## config.mk

```make
export PLATFORM = sky130hd
export DESIGN_NAME = mac_rx_frame_dispatch
export DESIGN_NICKNAME = d
export VERILOG_FILES = /design/src/rtl/mac_rx_frame_dispatch.sv
export SDC_FILE = /design/constraint.sdc
export NUM_CORES = 1
export LEC_CHECK = 0
export ABC_AREA = 1
export CORE_AREA = 2 2 134 169
export DETAILED_ROUTE_END_ITERATION = 10
export DIE_AREA = 0 0 136 171
export PLACE_DENSITY = 0.68
export RECOVER_POWER = 25
export SLEW_MARGIN = 20
export SYNTH_ARGS = -nofsm -noshare
export SYNTH_HDL_FRONTEND = slang
export SYNTH_SLANG_ARGS = --single-unit
```

## constraint.sdc

```tcl
create_clock -name logic_clk -period 2.05 [get_ports logic_clk]
set_input_delay 0.3075 -clock logic_clk [delete_from_list [all_inputs] [get_ports logic_clk]]
set_output_delay 0.3075 -clock logic_clk [all_outputs]
set_load 0.02 [all_outputs]
```

## src/rtl/mac_rx_frame_dispatch.sv

```systemverilog
// mac_rx_frame_dispatch: consumes the Ethernet header, qualifies dst MAC and EtherType,
// then passes the payload through to the ARP or IPv4 consumer or drops the frame.
module mac_rx_frame_dispatch #(
  parameter logic [15:0] ARP_TYPE  = 16'h0806,
  parameter logic [15:0] IP_TYPE   = 16'h0800,
  parameter int          HDR_BYTES = 14
) (
  input  logic        logic_clk,
  input  logic        logic_rst_n,
  input  logic [47:0] local_mac_in,
  input  logic [7:0]  mac_rdata_in,
  input  logic        mac_rvalid_in,
  output logic        mac_rready_out,
  input  logic        mac_rlast_in,
  output logic [7:0]  arp_tdata_out,
  output logic        arp_tvalid_out,
  input  logic        arp_tready_in,
  output logic        arp_tlast_out,
  output logic [7:0]  ip_tdata_out,
  output logic        ip_tvalid_out,
  input  logic        ip_tready_in,
  output logic        ip_tlast_out,
  output logic [47:0] frame_src_mac_out,
  output logic [15:0] frame_type_out,
  output logic [15:0] frame_cnt_out,
  output logic [15:0] drop_cnt_out
);
  typedef enum logic [1:0] {HDR, ARP, IP, DROP} state_t;
  state_t                     r_state;
  logic [3:0]                 r_hdr_cnt;
  logic [8*(HDR_BYTES-1)-1:0] r_hdr;
  logic [47:0]                r_src;
  logic [15:0]                r_type, r_frame_cnt, r_drop_cnt;
  logic [8*HDR_BYTES-1:0]     w_hdr;
  logic [47:0]                w_dst;
  logic [15:0]                w_type;
  logic                       w_acc, w_dst_ok, w_last_hdr, w_known, w_frame_inc, w_drop_inc;
  // The final header byte is still on the bus at decision time, so decode from the shifted view.
  assign w_hdr       = {r_hdr, mac_rdata_in};
  assign w_dst       = w_hdr[8*HDR_BYTES-1 -: 48];
  assign w_type      = w_hdr[15:0];
  assign w_acc       = mac_rvalid_in && mac_rready_out;
  assign w_dst_ok    = (w_dst == local_mac_in) || (w_dst == 48'hFFFF_FFFF_FFFF);
  assign w_known     = (w_type == ARP_TYPE) || (w_type == IP_TYPE);
  assign w_last_hdr  = r_hdr_cnt == 4'(HDR_BYTES-1);
  assign w_frame_inc = w_acc && !mac_rlast_in && r_state == HDR && w_last_hdr && w_dst_ok && w_known;
  assign w_drop_inc  = w_acc && mac_rlast_in && (r_state == HDR || r_state == DROP);
  assign mac_rready_out = r_state == ARP ? arp_tready_in : r_state == IP ? ip_tready_in : 1'b1;
  assign arp_tdata_out  = mac_rdata_in;
  assign arp_tvalid_out = r_state == ARP && mac_rvalid_in;
  assign arp_tlast_out  = r_state == ARP && mac_rlast_in;
  assign ip_tdata_out   = mac_rdata_in;
  assign ip_tvalid_out  = r_state == IP && mac_rvalid_in;
  assign ip_tlast_out   = r_state == IP && mac_rlast_in;
  assign frame_src_mac_out = r_src;
  assign frame_type_out    = r_type;
  assign frame_cnt_out     = r_frame_cnt;
  assign drop_cnt_out      = r_drop_cnt;
  always_ff @(posedge logic_clk or negedge logic_rst_n)
    if (!logic_rst_n) begin
      r_state     <= HDR;
      r_hdr_cnt   <= '0;
      r_hdr       <= '0;
      r_src       <= '0;
      r_type      <= '0;
      r_frame_cnt <= '0;
      r_drop_cnt  <= '0;
    end else begin
      if (w_frame_inc && r_frame_cnt != 16'hFFFF) r_frame_cnt <= r_frame_cnt + 16'd1;
      if (w_drop_inc && r_drop_cnt != 16'hFFFF) r_drop_cnt <= r_drop_cnt + 16'd1;
      if (w_frame_inc) begin
        r_src  <= w_hdr[63:16];
        r_type <= w_type;
      end
      if (w_acc)
        case (r_state)
          HDR: begin
            r_hdr     <= w_hdr[8*(HDR_BYTES-1)-1:0];
            r_hdr_cnt <= (mac_rlast_in || w_last_hdr) ? 4'd0 : r_hdr_cnt + 4'd1;
            if (!mac_rlast_in && w_last_hdr)
              r_state <= !w_dst_ok ? DROP : w_type == ARP_TYPE ? ARP : w_type == IP_TYPE ? IP : DROP;
          end
          default: if (mac_rlast_in) r_state <= HDR;
        endcase
    end
endmodule

```

# ---- Yosys cells after proc, flatten, opt, wreduce, memory -nomap -nowiden
# Cells that the tools add are included.
dict set report totals {
  ff_bits 206
  input_bits 62
  out_inout_bits 117
  elab_cells 54
}
dict set report classes {
  addsub 3
  eq_ne 11
  n_mux 9
  n_reduce_logical 24
}
# op count
set op_table {}
lappend op_table {{equality test 48 bit} 1}
lappend op_table {{equality test 48 bit (second input constant)} 1}
lappend op_table {{adder 16 x 1 -> 16 bit (second input constant)} 2}
lappend op_table {{equality test 16 x 12 -> 1 bit (second input constant)} 2}
lappend op_table {{!= test 16 bit (second input constant)} 2}
lappend op_table {{logical AND 1 bit} 15}
lappend op_table {{2-to-1 mux 2 bit} 5}
lappend op_table {{adder 4 x 1 -> 4 bit (second input constant)} 1}
lappend op_table {{equality test 2 bit (second input constant)} 2}
lappend op_table {{equality test 4 bit (second input constant)} 1}
lappend op_table {{logical OR 1 bit} 4}
lappend op_table {{2-to-1 mux 4 bit} 1}
lappend op_table {{2-to-1 mux 1 bit} 3}
lappend op_table {{AND reduction 3 bit} 1}
lappend op_table {{equality test 2 x 1 -> 1 bit (second input constant)} 1}
lappend op_table {{logical NOT 2 bit} 1}
lappend op_table {{!= test 2 x 1 -> 1 bit (second input constant)} 1}
lappend op_table {{AND reduction 2 bit} 1}
lappend op_table {{nonzero test 2 bit} 1}
lappend op_table {{logical NOT 1 bit} 1}

# ---- Longest topological paths before layout
# Gate-level depths: netlist of the first run.
dict set report logic_depth {
  depth_word 10
  depth_mapped 15
  depth_no_buf 14
}

# ---- Least setup slack after synthesis of the first run
# OpenSTA, ideal clock, no wires.
dict set report synth_timing {
  path_kind {register to register}
  start {reg r_state[1]}
  end {reg r_type[10] (netlist: frame_type_out[10])}
  setup_ns 0.116
  t_arrival_ns 1.810
  required_time_ns 1.934
  slack_ns 0.124
  path_stages_with_launch 14
  path_buffers 1
  period_less_slack_ns 1.926
  path_cell_list {dfrtp_1 > inv_1 > ha_1 > inv_1 > nand3b_1 > nand2_1 > inv_2 > nand2_4 > nor2_8 > nand2_2 > a21oi_4 > a21boi_4 > buf_4 > nor2_1}
}
dict set report synth_via {
  elab_chain_cells 9
  elab_cells_between_ends 11
  cone_classes {2 x eq/ne; 2 x mux; 7 x reduce/logical}
}
# element line_no
set synth_lines {}
lappend synth_lines {{start: declaration} 29} ;# state_t r_state;
lappend synth_lines {{start signal: assignment} 81} ;# r_state <= !w_dst_ok ? DROP : w_type == ARP_TYPE ? ARP : w_type == IP_TYPE ? IP : DROP;
lappend synth_lines {{equality test 2 bit} 48} ;# assign mac_rready_out = r_state == ARP ? arp_tready_in : r_state == IP ? ip_tready_in : 1'b1;
lappend synth_lines {{2-to-1 mux 1 bit} 48}
lappend synth_lines {{2-to-1 mux 1 bit (*)} 48}
lappend synth_lines {{named net mac_rready_out} 13} ;# output logic mac_rready_out,
lappend synth_lines {{logical AND 1 bit (*)} 42} ;# assign w_acc = mac_rvalid_in && mac_rready_out;
lappend synth_lines {{logical AND 1 bit (*) (5 in a row)} 46} ;# assign w_frame_inc = w_acc && !mac_rlast_in && r_state == HDR && w_last_hdr && w_dst_ok && w_known;
lappend synth_lines {{end signal: assignment} 73} ;# r_type <= w_type;
lappend synth_lines {{end: declaration} 33} ;# logic [15:0] r_type, r_frame_cnt, r_drop_cnt;
# Mark *: on every way through the listed nets, which the timed path passes. The rest lies on a longest branch.
# A chain may end at the register's enable or synchronous reset.

# ---- Worst setup path after layout of the first run
dict set report layout_timing {
  start {reg r_state[1]}
  end {reg r_type[15] (netlist: frame_type_out[15])}
}
dict set report layout_via {
  elab_chain_cells 9
  elab_cells_between_ends 11
  cone_classes {2 x eq/ne; 2 x mux; 7 x reduce/logical}
}
# element line_no
set layout_lines {}
lappend layout_lines {{equality test 2 bit} 48}
lappend layout_lines {{2-to-1 mux 1 bit (2 in a row)} 48}
lappend layout_lines {{logical AND 1 bit} 42}
lappend layout_lines {{logical AND 1 bit} 46}
lappend layout_lines {{logical AND 1 bit (*) (4 in a row)} 46}
# Every way passes the cells marked *; elsewhere a longest branch is shown, timed or not.

==> results of run 1 <==
-- synthesized netlist by cell type, drive strengths merged, types with 2 or more instances --
cell type and instances:
a21oi 6, buf 35, clkbuf 21, dfrtp 206, ha 7, inv 158
nand2 297, nand3 30, nand3b 3, nand4 30, nor2 60, nor3 16
o21ai 156, o21bai 2, or2 3, xnor2 47, xor2 8
-- state kept, by name, indices dropped and copies added, names as in the netlist --
register           cells
r_state                2
drop_cnt_out          16
r_hdr_cnt              4
r_hdr                104
frame_cnt_out         16
frame_src_mac_out     48
frame_type_out        16
-- critical path, delay by kind of cell (launching register included) --
family | cells | cell delay (ns)
compound gates | 2 | 0.42
fa+ha+maj | 1 | 0.15
simple gates | 3 | 0.23
buf+inv | 6 | 0.70
flops | 1 | 0.39
-- where the power goes --
group,switching [W],internal [W]
combinational,0.00199,0.00140
sequential,0.000771,0.00499
clock,0.00155,0.00213
-- per-layer routing --
layer  up-vias  track usage (%)  wire length, um  share of wire [%]
met3        32             2.84             1120                4.9
met5         -                0                0                  0
met1      3595             24.8             9870                 43
met4         0             5.93              557                2.4
met2       181             32.4            11200                 49
li1       3817                -                -                  -
-- final timing paths --
kind	from	end	cells after the start
worst min register to register	r_hdr[41]	r_hdr[49]	2
worst max-delay path	r_state[1]	frame_type_out[15]	12
worst max register to register	r_state[1]	frame_type_out[15]	12
min in group asynchronous	logic_rst_n	frame_cnt_out[10]	2
worst min-delay path	r_hdr[41]	r_hdr[49]	2
max in group asynchronous	logic_rst_n	drop_cnt_out[7]	3
-- layout make-up --
class / count / area (um^2)
clock buffer: 29 / 586
inverter: 158 / 593
timing repair buffer: 235 / 2390
clock inverter: 8 / 75.1
sequential: 206 / 5150
fill: 2016 / 9160
multi-input combinational: 671 / 3520
tap: 283 / 354
-- metrics by stage --
stage,setup WS [ns],util (%)
floorplan,0.124,-
global placement,-0.329,54.0
detailed placement,-0.368,54.0
CTS,-0.0171,57.1
global route,-0.0910,58.1
finish,0.0413,58.1
-- cell families after synthesis --
family / after synthesis / share of synthesized area [%]
adders and majority gates: 7 / 0.912
AOI/OAI and AO/OA: 167 / 9.96
xor gates and xnor gates: 55 / 5.02
and+or+nand+nor: 442 / 19.9
buffers and inverters: 214 / 10.5
DFF: 206 / 53.7
-- repair_timing --
item,4_1_cts,5_1_grt
setup buffers,0,5
gates resized for setup,9,28
pin swaps,0,2
endpoints found under the hold margin,57,0
endpoints found under the setup margin,6,93
hold buffers,1,0
gates cloned,0,5
==> flow_summary.json, run 1 <==
{
  "yosysTopAreaCellShare_pct": 53.7,
  "dr.pass1.iters": 5,
  "synth_top_area_cell": "dfrtp_1",
  "drt-initial-drc-count": 473,
  "grt-ovfl-total": 0,
  "instances_no_fill": 1590,
  "grt_usage_pct": 19.0,
  "start_kind": "register",
  "chipWidth_um": 136,
  "antenna_cells": 0,
  "crit_top_cell": "buf_4",
  "final.period_utilization_pct": 98.0,
  "rsz0062_at_grt": "true",
  "ys_async_sr_fraction_pct": 100,
  "syn_area_per_cell_um2": 8.80,
  "drv_cap": 1,
  "drive_gt1_share_pct": 11.4,
  "worst-path-max-fanout": 7,
  "rows": 61,
  "holdWs_ns": 0.479,
  "gp_congestion": 0.837,
  "min_period_ns": 2.01,
  "cts_sinks": 206,
  "drc": 0,
  "peakVddDrop_mv": 0.577,
  "layout_commonest_cell": "nand2_1",
  "finalSetupTns_ns": 0,
  "synth_cells": 1091,
  "grt_pass1_wl_um": 35900,
  "design_area_um2": 12700,
  "path_clk_slew_ns": 0.06,
  "setup.worst_path.class": "register to register",
  "grt_pass1_vias": 7376,
  "design.core.area_um2": 21800,
  "failed_checks": "max-capacitance violations, max-slew violations",
  "slew_headroom_pct": -4.58,
  "synth_warnings": 0,
  "netlist_area_um2": 9600,
  "power_w": 0.0128,
  "cp_data_arrival_time_ns": 2.39,
  "grt_max_degree": 81,
  "hold_viol": 0,
  "antenna_found_initial": 0,
  "reg2reg_slack_ns": 0.04,
  "max_stage_delay_ns": 0.39,
  "fin_worst_skew_ns": 0.00904,
  "synth_enable_flop_cells": 0,
  "htree_num_levels": 1,
  "tightest_slew_ns": 1.57,
  "die_height_um": 171,
  "cpMaxStageDelayCell": "dfrtp_1",
  "ant_nets": 0,
  "setup_violations": 0,
  "synthFlopType": "dfrtp_1",
  "ys_seq_elements": 206,
  "placed_area_um2": 11800,
  "ios": 179,
  "synthTopCellsByArea": "dfrtp_1, nand2_1, inv_1",
  "synth_cell_type_count": 43,
  "totalWireLength_um": 22800,
  "status": "finished with violations",
  "dpl.hpwl_um": 15800,
  "synth_nets": 1160,
  "worst_skew_pair.late_latency_ns": 0.49,
  "port_buffers": 178,
  "root_buffer": "clkbuf_16",
  "cts_made_buffers": 21,
  "endpoint_kind": "register",
  "nets": 1362,
  "post_drt_wl_per_cell_um": 14.3,
  "die_area_um2": 23300,
  "worstPathRequired_ns": 2.43,
  "initial_core_util_pct": 44.0,
  "fmax_mhz": 498,
  "p_per_area_nw_per_um2": 1010,
  "leakage_nw": 5.74,
  "cts_tree": "done",
  "ys_seq_area_share_pct": 53.7,
  "vias": 7625,
  "viasPerCell": 4.80,
  "dp_cells": 1542,
  "min_path_type": "register to register",
  "cts_buffer_depth": 3,
  "area_growth_pct": 32.0,
  "cp_cell_sequence": "inv_2 > buf_4 > buf_4 > ha_1 > inv_1 > nor2_8 > nand2_4 > a21oi_4 > buf_12 > a21boi_4 > clkbuf_16 > nor2_1",
  "slew_violations": 65,
  "final_cell_mix": "nand2_1, dfrtp_1, clkdlybuf4s50_1"
}
No activity file was read; power rests on OpenSTA's default activity.
==> run 2: changes to the inputs <==
--- a/config.mk
+++ b/config.mk
@@ -9,6 +9,7 @@
 export CORE_AREA = 2 2 134 169
 export DETAILED_ROUTE_END_ITERATION = 10
 export DIE_AREA = 0 0 136 171
+export GPL_ROUTABILITY_DRIVEN = 0
 export PLACE_DENSITY = 0.68
 export RECOVER_POWER = 25
 export SLEW_MARGIN = 20
==> results of run 2 <==
The final DEF is identical to that of run 1; final timing and power are the same.
==> run 3: changes to the inputs <==
--- a/config.mk
+++ b/config.mk
@@ -9,7 +9,7 @@
 export CORE_AREA = 2 2 134 169
 export DETAILED_ROUTE_END_ITERATION = 10
 export DIE_AREA = 0 0 136 171
-export GPL_ROUTABILITY_DRIVEN = 0
+export GPL_ROUTABILITY_DRIVEN = 1
 export PLACE_DENSITY = 0.68
 export RECOVER_POWER = 25
 export SLEW_MARGIN = 20
==> results of run 3 <==
The final DEF is identical to that of run 1; final timing and power are the same.
